==> src/rtl/vga_sync_if.sv <==
// Sync inputs and recovered pixel-position outputs of the VGA receive path.
// The master drives hsync/vsync; the slave recovers the pixel position.
interface vga_sync_if;
    logic       hsync;
    logic       vsync;
    logic [9:0] x;
    logic [9:0] y;
    logic       active;
    logic       line_start;
    logic       frame_start;
    logic       locked;
    logic       err;

    modport master (
        output hsync, vsync,
        input  x, y, active, line_start, frame_start, locked, err
    );

    modport slave (
        input  hsync, vsync,
        output x, y, active, line_start, frame_start, locked, err
    );
endinterface

==> src/rtl/vga_sync_decoder.sv <==
// Recovers pixel coordinates, strobes and lock status from incoming VGA hsync/vsync.
//   state  | meaning
//   SEARCH | no timing reference, waiting for a vsync fall
//   TRACK  | counting consecutive good frames toward lock
//   LOCKED | timing verified, coordinates and strobes valid
module vga_sync_decoder #(
    parameter int H_SYNC      = 96,
    parameter int H_BP        = 48,
    parameter int H_ACTIVE    = 640,
    parameter int H_FP        = 16,
    parameter int V_SYNC      = 2,
    parameter int V_BP        = 33,
    parameter int V_ACTIVE    = 480,
    parameter int V_FP        = 10,
    parameter int LOCK_FRAMES = 2
) (
    input logic         clk,
    input logic         rst_n,
    vga_sync_if.slave   vif
);
    localparam int H_TOTAL = H_SYNC + H_BP + H_ACTIVE + H_FP;
    localparam int V_TOTAL = V_SYNC + V_BP + V_ACTIVE + V_FP;
    localparam int GW      = $clog2(LOCK_FRAMES + 1);
    localparam logic [9:0] CNT_MAX = 10'd1023;
    localparam logic [9:0] H_ACT_LO = 10'(H_SYNC + H_BP);
    localparam logic [9:0] H_ACT_HI = 10'(H_SYNC + H_BP + H_ACTIVE - 1);
    localparam logic [9:0] V_ACT_LO = 10'(V_SYNC + V_BP);
    localparam logic [9:0] V_ACT_HI = 10'(V_SYNC + V_BP + V_ACTIVE - 1);

    typedef enum logic [1:0] {SEARCH, TRACK, LOCKED} state_t;

    state_t         state, state_nxt;
    logic           hs_q, vs_q;
    logic [9:0]     h_cnt, v_cnt, h_cnt_nxt, v_cnt_nxt;
    logic [GW-1:0]  good, good_nxt;
    logic           frame_bad, frame_bad_nxt;
    logic           hs_fall, vs_fall;
    logic           line_err, frame_err, frame_good, sync_lost, any_err;
    logic           err_nxt, line_start_nxt, frame_start_nxt, active_nxt;
    logic [9:0]     x_nxt, y_nxt;

    always_comb begin
        hs_fall = hs_q & ~vif.hsync;
        vs_fall = vs_q & ~vif.vsync;

        if (hs_fall)
            h_cnt_nxt = 10'd0;
        else if (h_cnt != CNT_MAX)
            h_cnt_nxt = h_cnt + 10'd1;
        else
            h_cnt_nxt = h_cnt;

        if (vs_fall)
            v_cnt_nxt = 10'd0;
        else if (hs_fall && (v_cnt != CNT_MAX))
            v_cnt_nxt = v_cnt + 10'd1;
        else
            v_cnt_nxt = v_cnt;

        line_err   = hs_fall && (h_cnt != 10'(H_TOTAL - 1)) && (state != SEARCH);
        // a coincident hsync fall belongs to the closing frame, so it is added once here
        frame_err  = vs_fall && (({1'b0, v_cnt} + {10'd0, hs_fall}) != 11'(V_TOTAL));
        frame_good = vs_fall && !frame_err && !frame_bad && !line_err;
        sync_lost  = (h_cnt_nxt == CNT_MAX) || (v_cnt_nxt == CNT_MAX);
        any_err    = line_err || frame_err || sync_lost;

        frame_bad_nxt = vs_fall ? 1'b0 : (frame_bad | line_err);
    end

    always_comb begin
        state_nxt = state;
        good_nxt  = good;
        err_nxt   = 1'b0;
        case (state)
            SEARCH: begin
                if (vs_fall) begin
                    state_nxt = TRACK;
                    good_nxt  = '0;
                end
            end
            TRACK: begin
                if (frame_good) begin
                    good_nxt = good + 1'b1;
                    if ((good + 1'b1) == GW'(LOCK_FRAMES))
                        state_nxt = LOCKED;
                end else if (vs_fall) begin
                    good_nxt = '0;
                end
            end
            LOCKED: begin
                if (line_err || frame_err) begin
                    err_nxt   = 1'b1;
                    state_nxt = TRACK;
                    good_nxt  = '0;
                end
            end
            default: begin
                state_nxt = SEARCH;
                good_nxt  = '0;
            end
        endcase
        if (sync_lost) begin
            state_nxt = SEARCH;
            good_nxt  = '0;
            err_nxt   = (state == LOCKED);
        end
    end

    always_comb begin
        active_nxt      = (h_cnt_nxt >= H_ACT_LO) && (h_cnt_nxt <= H_ACT_HI) &&
                          (v_cnt_nxt >= V_ACT_LO) && (v_cnt_nxt <= V_ACT_HI) &&
                          (state_nxt == LOCKED);
        x_nxt           = active_nxt ? (h_cnt_nxt - H_ACT_LO) : 10'd0;
        y_nxt           = active_nxt ? (v_cnt_nxt - V_ACT_LO) : 10'd0;
        line_start_nxt  = hs_fall && (state == LOCKED) && !any_err;
        frame_start_nxt = vs_fall && (state == LOCKED) && !any_err;
    end

    always_ff @(posedge clk or negedge rst_n) begin
        if (!rst_n) begin
            state           <= SEARCH;
            hs_q            <= 1'b1;
            vs_q            <= 1'b1;
            h_cnt           <= 10'd0;
            v_cnt           <= 10'd0;
            good            <= '0;
            frame_bad       <= 1'b0;
            vif.x           <= 10'd0;
            vif.y           <= 10'd0;
            vif.active      <= 1'b0;
            vif.line_start  <= 1'b0;
            vif.frame_start <= 1'b0;
            vif.locked      <= 1'b0;
            vif.err         <= 1'b0;
        end else begin
            state           <= state_nxt;
            hs_q            <= vif.hsync;
            vs_q            <= vif.vsync;
            h_cnt           <= h_cnt_nxt;
            v_cnt           <= v_cnt_nxt;
            good            <= good_nxt;
            frame_bad       <= frame_bad_nxt;
            vif.x           <= x_nxt;
            vif.y           <= y_nxt;
            vif.active      <= active_nxt;
            vif.line_start  <= line_start_nxt;
            vif.frame_start <= frame_start_nxt;
            vif.locked      <= (state_nxt == LOCKED);
            vif.err         <= err_nxt;
        end
    end
endmodule
==> src/flat_wrapper.sv <==
// flat-port wrapper written by rule: the top's interface ports become plain ports
module vga_sync_decoder_flat 
#(
    parameter int H_SYNC      = 96,
    parameter int H_BP        = 48,
    parameter int H_ACTIVE    = 640,
    parameter int H_FP        = 16,
    parameter int V_SYNC      = 2,
    parameter int V_BP        = 33,
    parameter int V_ACTIVE    = 480,
    parameter int V_FP        = 10,
    parameter int LOCK_FRAMES = 2
)
  (clk, rst_n, vif_hsync, vif_vsync, vif_x, vif_y, vif_active, vif_line_start, vif_frame_start, vif_locked, vif_err);
  vga_sync_if vif_i ();
  input logic clk;
  input logic rst_n;
  input wire logic [$bits(vif_i.hsync)-1:0] vif_hsync;
  input wire logic [$bits(vif_i.vsync)-1:0] vif_vsync;
  output wire logic [$bits(vif_i.x)-1:0] vif_x;
  output wire logic [$bits(vif_i.y)-1:0] vif_y;
  output wire logic [$bits(vif_i.active)-1:0] vif_active;
  output wire logic [$bits(vif_i.line_start)-1:0] vif_line_start;
  output wire logic [$bits(vif_i.frame_start)-1:0] vif_frame_start;
  output wire logic [$bits(vif_i.locked)-1:0] vif_locked;
  output wire logic [$bits(vif_i.err)-1:0] vif_err;
  assign vif_i.hsync = vif_hsync;
  assign vif_i.vsync = vif_vsync;
  assign vif_x = vif_i.x;
  assign vif_y = vif_i.y;
  assign vif_active = vif_i.active;
  assign vif_line_start = vif_i.line_start;
  assign vif_frame_start = vif_i.frame_start;
  assign vif_locked = vif_i.locked;
  assign vif_err = vif_i.err;
  vga_sync_decoder #(.H_SYNC(H_SYNC), .H_BP(H_BP), .H_ACTIVE(H_ACTIVE), .H_FP(H_FP), .V_SYNC(V_SYNC), .V_BP(V_BP), .V_ACTIVE(V_ACTIVE), .V_FP(V_FP), .LOCK_FRAMES(LOCK_FRAMES)) u_core (.clk(clk), .rst_n(rst_n), .vif(vif_i));
endmodule
==> config.mk <==
export PLATFORM = sky130hd
export DESIGN_NAME = vga_sync_decoder_flat
export DESIGN_NICKNAME = d
export VERILOG_FILES = /design/src/rtl/vga_sync_if.sv /design/src/rtl/vga_sync_decoder.sv /design/src/flat_wrapper.sv
export SDC_FILE = /design/constraint.sdc
export NUM_CORES = 1
export LEC_CHECK = 0
export ABC_AREA = 1
export CAP_MARGIN = 20
export CORE_ASPECT_RATIO = 0.5
export CORE_MARGIN = 2
export CORE_UTILIZATION = 52
export DETAILED_ROUTE_END_ITERATION = 12
export PLACE_DENSITY = 0.76
export SYNTH_ARGS = -nofsm -noshare
export SYNTH_HDL_FRONTEND = slang
export SYNTH_SLANG_ARGS = --single-unit
==> constraint.sdc <==
create_clock -name clk -period 2.45 [get_ports clk]
set_input_delay 0.3675 -clock clk [delete_from_list [all_inputs] [get_ports clk]]
set_output_delay 0.3675 -clock clk [all_outputs]
set_load 0.005 [all_outputs]
==> impl_results.md, run 1 <==
- Setup crit start kind: register
- CP endpoint kind: register
- Die height: 58.88 µm
- Mapped cell area: 3132 µm²
- Finished Layout Cells: 603
- Number of synthesized flops with an enable pin: 0
- Synth-to-layout area growth: 48.18%
- First drt pass iteration count: 4
- Synth Area in Adders: 0.04395
- GRT Resource Usage Total: 0.2613
- Max-cap violations: 0
- FP Rows: 19
- Syn Inst Count: 415
- Via/cell ratio: about 5.1
- CTS H-tree depth: 2
- Tot Pwr: 2252 µW
- Syn avg cell area: 7.546 µm²
- Critical Path, Cell by Cell: inv_2 -> nor2_4 -> buf_6 -> clkinvlp_4 -> buf_6 -> nand2_1 -> nor2_2 -> buf_4 -> inv_2 -> nand2_1 -> nor2_1 -> nand2_1 -> nand3_2 -> nand2_2 -> nor2_2 -> nand2_4 -> clkbuf_16 -> nor2_2
- Total CTS buffers: 5
- Setup Skew: roughly 0.0089 ns
- Root Buffer: clkbuf_16
- Worst slew pin tran: 0.4032 ns
- Yosys cell types: 30
- Worst hold path class: in -> reg
- Synth Flop Type: dfrtp_1
- Hold WS: 0.3649 ns
- Crit-path slowest cell: dfstp_2
- #FFs+latches synth: 52
- Io pins: 29
- First-pass GRT wire length: 13.66 mm
- Critical R2R Capture: u_core.vif.y[5]
- Post-Synth XOR/XNOR Area: 0.03636
- CTS clk-pin slew, worst paths: 0.07 ns
- Remaining antenna violation count: 0
- RePlAce Congestion: 0.8678
- Initial antenna violation count: 0
- Largest net degree at the start of global routing: 21
- Syn_nets: between 400 and 500
- Ys async rst share: 1.000
- Critical Path Start: u_core.hs_q
- R2R Path Start: u_core.hs_q
- Final #Nets: 544
- Dpl ws: -0.4615 ns
- Worst Reg-to-Reg Cells: 18
- Synth Area in Simple Gates: 0.3819
- CTS tree: yes
- Initial drt markers: 170
- WL per Instance: 14.40 µm
- Max incr delay on CP: 0.53 ns
- Power Density: 485.2 nW/µm²
- N_diodes: 0
- Placed cell count: 573
- Largest cells by area after synthesis: dfrtp_1, nand2_1, nand3_1
- Largest family of logic cells by synthesized area: simple AND/OR/NAND/NOR gates
- Max-slew violations: 0
- Compound-cell area share of the yosys netlist: 0.02757
- Crit path max-delay family: simple AND/OR/NAND/NOR gates
- Worst EP arrival: 2.79 ns
- Drt total wl: around 8.7 mm
- CTS max path bufs: 2
- Final WS setup: -0.1131 ns
- Final period util: 1.046
- Die area: ~6700 µm²
- Hpwl dp: 5.755 mm
- Endpoints failing hold: 0
- WP buf/inv: 7
- Crit path capture: u_core.vif.y[5]
- DRC viols: 0
- CTS sink cnt: 52
- Routed vias: a little over 3000
- Leakage: 0.002386 µW
- R2R Setup Slk: -0.11 ns
- GR Overflow Total: 0
- Count leader, synth: nand2_1
- Core area: 5634 µm²
- Setup CP Type: reg -> reg
- Crit-path max FO: 7
- RSZ-0062 raised after global routing: true
- Vias in the first global route: between 3000 and 4000
- IO Port Bufs: 28
- Synth warnings: 0
- Failing checks: setup timing
- Tmin final: between 2 and 3 ns
- Top-area cell type share of the netlist area: 0.3995
- Final setup viols: 21
- Worst Path Required: 2.68 ns
- Status: finished, violations left
- Clock Latency Late Sink: ~0.30 ns
- Worst relative slew slack: 0.7312
- Initial Utilization: 0.5559
- Die X: 113.8 µm
- Max Clock Freq: 390.1 MHz
- Post-synth top cells: nand2_1, inv_1, dfrtp_1
- Sequential area share after synthesis: 0.4163
- Worst vdd ir: a little under 0.4 mV
- Layout cells sized above 1: 0.3566
- Mux cell area share after synthesis: 0
- Critical path depth in cells: 18
- Post-synth top area cell: dfrtp_1
[cell type report]
| type | instances | area (µm²) |
|---|---|---|
| multi-input combinational | 289 | 1843 |
| fill | 341 | 993.5 |
| timing repair buffer | 113 | 988.4 |
| tap | 73 | 91.34 |
| clock buffer | 6 | 128.9 |
| inverter | 68 | 271.5 |
| clock inverter | 2 | 13.76 |
| sequential | 52 | 1304 |
[worst min-delay path by stage]
stage               from                end  slack [ns]  cells past startpoint
2_1_floorplan      rst_n   u_core.frame_bad        0.07                      0
3_3_place_gp       rst_n  u_core.vif.active        0.31                      1
3_5_place_dp       rst_n  u_core.vif.active        0.32                      1
4_1_cts        vif_hsync        u_core.hs_q        0.36                      1
5_1_grt        vif_hsync        u_core.hs_q        0.36                      1
6_report       vif_hsync        u_core.hs_q        0.36                      1
[stage by stage]
step | instance area [µm²] | utilization | TNS (ns)
global placement | 3958 | 0.7024 | -7.714
finish | 4641 | 0.8237 | -1.572
floorplan | 3132 | - | 0
detailed placement | 3958 | 0.7024 | -11.42
global route | 4641 | 0.8237 | -3.638
CTS | 4315 | 0.7659 | 0
[routing by layer]
metal  GRT usage  wire, µm
met1      0.3146      3588
met2      0.4799      4545
met3     0.05149       352
met4     0.09233       199
met5           0         0
[kinds of logic after synthesis]
kind of cell	count (synthesis)
flip-flops	52
AO/OA/AOI/OAI	16
XOR/XNOR	13
AND/OR/NAND/NOR	249
buffers and inverters	74
adder cells (fa/ha/maj)	11
[cell usage in the layout (no fill, tap or decap), types with 3 or more instances in the layout]
cell	n
o21ai_0	4
o21ai_1	4
dfrtp_1	50
nand2_1	101
nand4_1	10
nand2_2	14
buf_4	77
nor2_1	27
nor2_4	26
nand2_4	6
clkdlybuf4s50_1	26
ha_4	5
inv_1	51
ha_1	4
buf_6	3
nand3_1	37
clkbuf_16	6
xor2_1	12
o21ai_2	3
nor2_2	13
inv_2	11
nand3_2	6
[what timing repair did]
item | in CTS | in global routing
pin swaps | 21 | 19
cloned | 1 | 1
endpoints found under the hold margin | 16 | 0
setup endpoints to repair | 26 | 28
setup buffers | 12 | 11
hold buffers | 1 | 0
resized for setup | 32 | 59
[power breakdown]
group | internal (µW) | total [µW] | switching [µW]
combinational | 274 | 603 | 329
sequential | 898 | 942 | 44.1
clock | 382 | 706 | 324
total | 1550 | 2250 | 698
[registers in the layout (all words and copies together) (netlist names), 2 cells and up]
| name | flops |
|---|---|
| u_core.h_cnt | 10 |
| u_core.v_cnt | 10 |
| u_core.vif.x | 10 |
| u_core.vif.y | 10 |
| u_core.good | 2 |
| u_core.state | 2 |
Power figures use the tool's default switching activity.
==> run 2: changes to the inputs <==
--- a/config.mk
+++ b/config.mk
@@ -8,7 +8,6 @@
 export ABC_AREA = 1
 export CAP_MARGIN = 20
 export CORE_ASPECT_RATIO = 0.5
-export CORE_MARGIN = 2
 export CORE_UTILIZATION = 52
 export DETAILED_ROUTE_END_ITERATION = 12
 export PLACE_DENSITY = 0.76
==> run 2 against run 1 <==
Effect of this change:
- the flow finishes with violations (DRC)
- clock power up 5.7%
- critical path depth is 2 lower
- clock-buffer cell count unchanged
- cell area fell by 6.7%
- register-to-register slack improved by 0.11 ns
- global-route usage is 0.64 points lower
- combinational power decreased by 13%
- first-iteration DRC count is 15% lower
- non-clock buffer count decreased by 16
- wire length shrank 11%
- largest power group unchanged
==> impl_results.md, run 2 (same netlist as run 1, synthesis figures left out) <==
- CTS max path bufs: 2 (unchanged)
- Tmin final: 2.448 ns (was 2.563 ns)
- Worst EP arrival: 2.68 ns (was 2.79 ns)
- Placed cell count: 572 (was 573)
- Final TNS setup: 0 ns (was -1.572 ns)
- Core area: 5634 µm² (unchanged)
- Synth-to-layout area growth: 38.19% (was 48.18%)
- Leakage: 0.002290 µW (was 0.002386 µW)
- Die area: 6356 µm² (was 6697 µm²)
- Crit path capture: u_core.vif.x[6] (was u_core.vif.y[5])
- CTS clk-pin slew, worst paths: 0.07 ns (about the same)
- WL per Instance: 13.22 µm (was 14.40 µm)
- Initial drt markers: 144 (was 170)
- RSZ-0062 raised after global routing: true (unchanged)
- Final WS setup: 0.001661 ns (was -0.1131 ns)
- Max Clock Freq: 408.4 MHz (was 390.1 MHz)
- Clock Latency Late Sink: 0.30 ns (about the same)
- Layout cells sized above 1: 0.3054 (was 0.3566)
- First drt pass iteration count: 8 (was 4)
- Drt total wl: 7.760 mm (was 8.686 mm)
- Net Sw Frac: 0.3006 (was 0.3099)
- Initial antenna violation count: 0 (unchanged)
- CTS sink cnt: 52 (unchanged)
- Final period util: 0.9993 (was 1.046)
- Largest net degree at the start of global routing: 23 (was 21)
- First-pass GRT wire length: 12.56 mm (was 13.66 mm)
- FP Rows: 19 (unchanged)
- Max-cap violations: 0 (unchanged)
- Worst Path Required: 2.68 ns (about the same)
- Reg power frac: 0.424 (was 0.418)
- Routed vias: 2959 (was 3089)
- Final setup viols: 0 (was 21)
- Die X: 111.8 µm (was 113.8 µm)
- Commonest non-fill, non-tap cell in the layout: nand2_1 (unchanged)
- Worst Reg-to-Reg Cells: 16 (was 18)
- Finished Layout Cells: 587 (was 603)
- Worst relative slew slack: 0.6558 (was 0.7312)
- Dpl ws: -0.3951 ns (was -0.4615 ns)
- CTS tree: yes (unchanged)
- N_diodes: 0 (unchanged)
- Crit-path max FO: 11 (was 7)
- Max-slew violations: 0 (unchanged)
- Power Density: 509.9 nW/µm² (was 485.2 nW/µm²)
- GRT Resource Usage Total: 0.2550 (was 0.2613)
- Remaining antenna violation count: 0 (unchanged)
- Most frequent cells in the layout: nand2_1, buf_4, inv_1 (unchanged)
- Critical R2R Capture: u_core.vif.x[6] (was u_core.vif.y[5])
- Clock share of power: 0.338 (was 0.314)
- Root Buffer: clkbuf_16 (unchanged)
- Via/cell ratio: 5.041 (was 5.123)
- GR Overflow Total: 0 (unchanged)
- RePlAce Congestion: 0.8740 (was 0.8678)
- Psw: 663.4 µW (was 697.7 µW)
- Final #Nets: 528 (was 544)
- Internal Power: 1543 µW (was 1554 µW)
- Die height: 56.88 µm (was 58.88 µm)
- CP endpoint kind: register (unchanged)
- Worst hold path class: in -> async (was in -> reg)
- Status: finished, violations left (unchanged)
- Io pins: 29 (unchanged)
- Comb pwr share: 0.238 (was 0.268)
- Setup crit start kind: register (unchanged)
- Vias in the first global route: 2802 (was 3041)
- IO Port Bufs: 28 (unchanged)
- R2R Path Start: u_core.hs_q (unchanged)
- CTS H-tree depth: 2 (unchanged)
- Endpoints failing hold: 0 (unchanged)
- Hpwl dp: 5.652 mm (was 5.755 mm)
- Setup CP Type: reg -> reg (unchanged)
- Critical Path Start: u_core.hs_q (unchanged)
- Final Core Density: 0.7682 (was 0.8237)
- DRC viols: 1 (was 0)
- Failing checks: DRC (was setup timing)
- Tot Pwr: 2207 µW (was 2252 µW)
- Total CTS buffers: 5 (unchanged)
- Worst vdd ir: 0.4391 mV (was 0.3976 mV)
- Initial Utilization: 0.5559 (unchanged)
- Hold_buf cts: 0 (was 1)
- R2R Setup Slk: 0.002 ns (was -0.11 ns)
- Worst slew pin tran: 0.5163 ns (was 0.4032 ns)
- Setup Skew: 0.004477 ns (was 0.008851 ns)
-- run 2: cell count changes in the layout (fill, tap and decap cells not counted), sizes merged --
cell / change
buf: -15
inv: +3
clkinv: -2
clkinvlp: -1
dlygate4sd3: -1
-- run 2: layout make-up --
class / instances / area [µm²]
clock buffers: 6 / 138.9
clock inverters: 2 / 13.76
fillers: 374 / 1306
inverters: 68 / 260.3
multi-input cells: 289 / 1682
flip-flops and latches: 52 / 1304
well taps: 73 / 91.34
repair buffers: 97 / 838.3
-- run 2: what timing repair did --
action / in CTS / in global routing
setup buffers: 1 / 5
setup endpoints to repair: 21 / 28
gates cloned: 0 / 1
pin swaps: 5 / 14
resized for setup: 11 / 35
-- run 2: layer usage --
layer  up-vias  track usage  share of wire
met5         -            0              0
met2        71       0.4410           0.49
met1      1396       0.3174           0.46
met3        17      0.05940          0.035
li1       1475            -              -
met4         0      0.08494          0.018
-- run 2: stage by stage --
step / hold WS, ns / area (µm²)
after floorplan: 0.07191 / 3132
after global placement: 0.3443 / 3950
after detailed placement: 0.3650 / 3950
after CTS: 0.04386 / 4135
after global routing: 0.07529 / 4328
final: 0.03355 / 4328
-- run 2: critical path, cell delays in order, from the launching register on --
cell      delay (ns)
dfstp_2         0.53
inv_2           0.04
nor2_4          0.12
ha_4            0.15
ha_1            0.16
nor2_1          0.04
nand3b_1        0.17
nor2_1          0.10
nand3b_1        0.14
nor2_2          0.14
nand3_1         0.09
o21ai_1         0.15
inv_2           0.07
nor2_4          0.14
nand2_4         0.10
buf_12          0.16
nor2_2          0.09
-- run 2: worst min-delay path by stage --
stage          cells after the start  start                 to  slack [ns]
2_1_floorplan                      0  rst_n   u_core.frame_bad        0.07
3_5_place_dp                       1  rst_n  u_core.vif.active        0.36
6_report                           1  rst_n  u_core.vif.active        0.03
4_1_cts                            1  rst_n  u_core.vif.active        0.04
5_1_grt                            1  rst_n  u_core.vif.active        0.08
3_3_place_gp                       1  rst_n  u_core.vif.active        0.34
-- run 2: power groups by stage --
stage | clock [µW] | combinational, µW | sequential, µW
3_3_place_gp | 0 | 457 | 947
6_report | 746 | 524 | 936
4_1_cts | 751 | 476 | 933
5_1_grt | 778 | 585 | 942
2_1_floorplan | 0 | 250 | 946
3_5_place_dp | 0 | 468 | 949
==> run 3: changes to the inputs <==
--- a/config.mk
+++ b/config.mk
@@ -7,10 +7,12 @@
 export LEC_CHECK = 0
 export ABC_AREA = 1
 export CAP_MARGIN = 20
+export CELL_PAD_IN_SITES_DETAIL_PLACEMENT = 0
+export CELL_PAD_IN_SITES_GLOBAL_PLACEMENT = 1
 export CORE_ASPECT_RATIO = 0.5
-export CORE_UTILIZATION = 52
+export CORE_UTILIZATION = 38
 export DETAILED_ROUTE_END_ITERATION = 12
-export PLACE_DENSITY = 0.76
+export PLACE_DENSITY_LB_ADDON = 0.1
 export SYNTH_ARGS = -nofsm -noshare
 export SYNTH_HDL_FRONTEND = slang
 export SYNTH_SLANG_ARGS = --single-unit
==> run 3 against run 2 <==
Effect of this change:
- critical path type unchanged
- the run now ends clean
- largest cell class unchanged
- maximum frequency increased by 1.5%
- register-to-register slack improved by 0.04 ns
- sequential cell count unchanged
- combinational power increased by 5.3%
- via count decreased by 1.6%
- clock skew about the same
- core utilization decreased by 18 points
- die area increased by 36%
==> impl_results.md, run 3 (same netlist as run 1, synthesis figures left out) <==
- WL per Instance: 12.12 µm (was 13.22 µm)
- Final #Nets: 539 (was 528)
- Vias in the first global route: 2878 (was 2802)
- CTS tree: yes (unchanged)
- CTS sink cnt: 52 (unchanged)
- CTS clk-pin slew, worst paths: 0.07 ns (about the same)
- CP endpoint kind: register (unchanged)
- Routed vias: 2912 (was 2959)
- Status: finished, final reports clean (was finished, violations left)
- Max Clock Freq: 414.6 MHz (was 408.4 MHz)
- FP Rows: 22 (was 19)
- Worst vdd ir: 0.4176 mV (was 0.4391 mV)
- RePlAce Congestion: 0.8598 (was 0.8740)
- Die area: 8631 µm² (was 6356 µm²)
- Core area: 7652 µm² (was 5634 µm²)
- R2R Path Start: u_core.hs_q (unchanged)
- Worst Reg-to-Reg Cells: 15 (was 16)
- GR Overflow Total: 0 (unchanged)
- IO Port Bufs: 28 (unchanged)
- CTS max path bufs: 2 (unchanged)
- Commonest non-fill, non-tap cell in the layout: nand2_1 (unchanged)
- Layout cells sized above 1: 0.3352 (was 0.3054)
- First drt pass iteration count: 4 (was 8)
- Final period util: 0.9845 (was 0.9993)
- Hpwl dp: 5.893 mm (was 5.652 mm)
- DP Area: 4084 µm² (was 3950 µm²)
- Via/cell ratio: 4.600 (was 5.041)
- Max-slew violations: 0 (unchanged)
- N_diodes: 0 (unchanged)
- Worst hold path class: in -> reg (was in -> async)
- Remaining antenna violation count: 0 (unchanged)
- Die X: 130.4 µm (was 111.8 µm)
- DRC viols: 0 (was 1)
- WHS Path Cells: 1
- Tot Pwr: 2314 µW (was 2207 µW)
- Setup crit start kind: register (unchanged)
- Initial drt markers: 102 (was 144)
- First-pass GRT wire length: 12.95 mm (was 12.56 mm)
- Worst slew pin tran: 0.3265 ns (was 0.5163 ns)
- CTS H-tree depth: 2 (unchanged)
- Critical R2R Capture: u_core.vif.x[4] (was u_core.vif.x[6])
- Io pins: 29 (unchanged)
- Clock Latency Late Sink: 0.29 ns (was 0.30 ns)
- Endpoints failing hold: 0 (unchanged)
- Crit path capture: u_core.vif.x[4] (was u_core.vif.x[6])
- Largest net degree at the start of global routing: 26 (was 23)
- Synth-to-layout area growth: 44.67% (was 38.19%)
- Finished Layout Cells: 633 (was 587)
- Crit-path most repeated cell: nor2_4
- Worst relative slew slack: 0.7823 (was 0.6558)
- RSZ-0062 raised after global routing: true (unchanged)
- Critical Path Start: u_core.hs_q (unchanged)
- Max incr delay on CP: 0.53 ns (about the same)
- Worst EP arrival: 2.64 ns (was 2.68 ns)
- Most frequent cells in the layout: nand2_1, buf_4, inv_1 (unchanged)
- Root Buffer: clkbuf_16 (unchanged)
- GRT Resource Usage Total: 0.1941 (was 0.2550)
- Crit-path max FO: 5 (was 11)
- Critical Path, Cell by Cell: inv_2 -> nor2_4 -> ha_4 -> nand3_1 -> nor2_1 -> nand2_1 -> xor2_2 -> nor2_2 -> nand3_2 -> o21ai_2 -> inv_2 -> nor2_4 -> nand2_4 -> clkbuf_16 -> nor2_4 (was inv_2 -> nor2_4 -> ha_4 -> ha_1 -> nor2_1 -> nand3b_1 -> nor2_1 -> nand3b_1 -> nor2_2 -> nand3_1 -> o21ai_1 -> inv_2 -> nor2_4 -> nand2_4 -> buf_12 -> nor2_2)
- Tmin final: 2.412 ns (was 2.448 ns)
- Max-cap violations: 0 (unchanged)
- Worst Path Required: 2.68 ns (about the same)
- R2R Setup Slk: 0.04 ns (was 0.002 ns)
- Drt total wl: 7.670 mm (was 7.760 mm)
- Placed cell count: 619 (was 572)
- Power Density: 510.7 nW/µm² (was 509.9 nW/µm²)
- Total CTS buffers: 5 (unchanged)
- Initial Utilization: 0.4093 (was 0.5559)
- Initial antenna violation count: 0 (unchanged)
- Final Cell Area: 4531 µm² (was 4328 µm²)
- Die height: 66.20 µm (was 56.88 µm)
- Setup CP Type: reg -> reg (unchanged)
- Crit-path slowest cell: dfstp_2 (unchanged)
- Final setup viols: 0 (unchanged)
- Leakage: 0.002373 µW (was 0.002290 µW)
- Setup Skew: 0.004922 ns (was 0.004477 ns)
run 3: report_power, final:
| part | switching (µW) | internal (µW) |
|---|---|---|
| Clock | 311 | 512 |
| Combinational | 293 | 259 |
| Sequential | 40.3 | 898 |
run 3: worst max-delay path, delay by kind of cell (launching register included):
family          cells  cell delay (ns)
fa+ha+maj           1             0.16
xor+xnor            1             0.18
flops               1             0.53
compound gates      1             0.14
simple gates        9             1.05
buf+inv             3             0.28
run 3: worst min path at each step:
stage | from | end | slack [ns]
2_1_floorplan | rst_n | u_core.frame_bad | 0.07
5_1_grt | vif_hsync | u_core.hs_q | 0.35
6_report | vif_hsync | u_core.hs_q | 0.36
3_3_place_gp | rst_n | u_core.v_cnt[3] | 0.24
3_5_place_dp | rst_n | u_core.v_cnt[0] | 0.25
4_1_cts | vif_hsync | u_core.hs_q | 0.35
run 3: layer usage:
metal | wire length, µm | vias to the layer above | track usage | part of all wire
met5 | 0 | - | 0 | 0
met1 | 3705 | 1382 | 0.2458 | 0.48
met4 | 21 | 0 | 0.02586 | 0.0027
met2 | 3732 | 30 | 0.3477 | 0.49
met3 | 211 | 2 | 0.04288 | 0.028
li1 | - | 1498 | - | -
run 3: layout make-up:
type	instances	area, µm²
clock buffer	6	138.9
clock inverter	2	38.79
fill	729	3122
inverter	68	260.3
multi-input combinational	289	1730
sequential	52	1304
tap	108	135.1
timing repair buffer	108	923.4
run 3: through the flow:
stage	setup TNS [ns]	hold WS, ns	utilization	worst slack [ns]
after floorplan	0	0.07191	-	0.002859
after global placement	-8.546	0.2359	0.5337	-0.3596
after detailed placement	-9.706	0.2451	0.5337	-0.4020
after CTS	0	0.3523	0.5649	0.001773
after global routing	-2.737	0.3470	0.5921	-0.1439
final	0	0.3574	0.5921	0.03794
run 3: repair_timing:
| action | 4_1_cts | 5_1_grt |
|---|---|---|
| resized for setup | 14 | 43 |
| gates cloned | 0 | 1 |
| endpoints found under the hold margin | 8 | 0 |
| endpoints found under the setup margin | 26 | 28 |
| pin swaps | 8 | 27 |
| setup buffers | 1 | 4 |
| hold buffers | 1 | 0 |
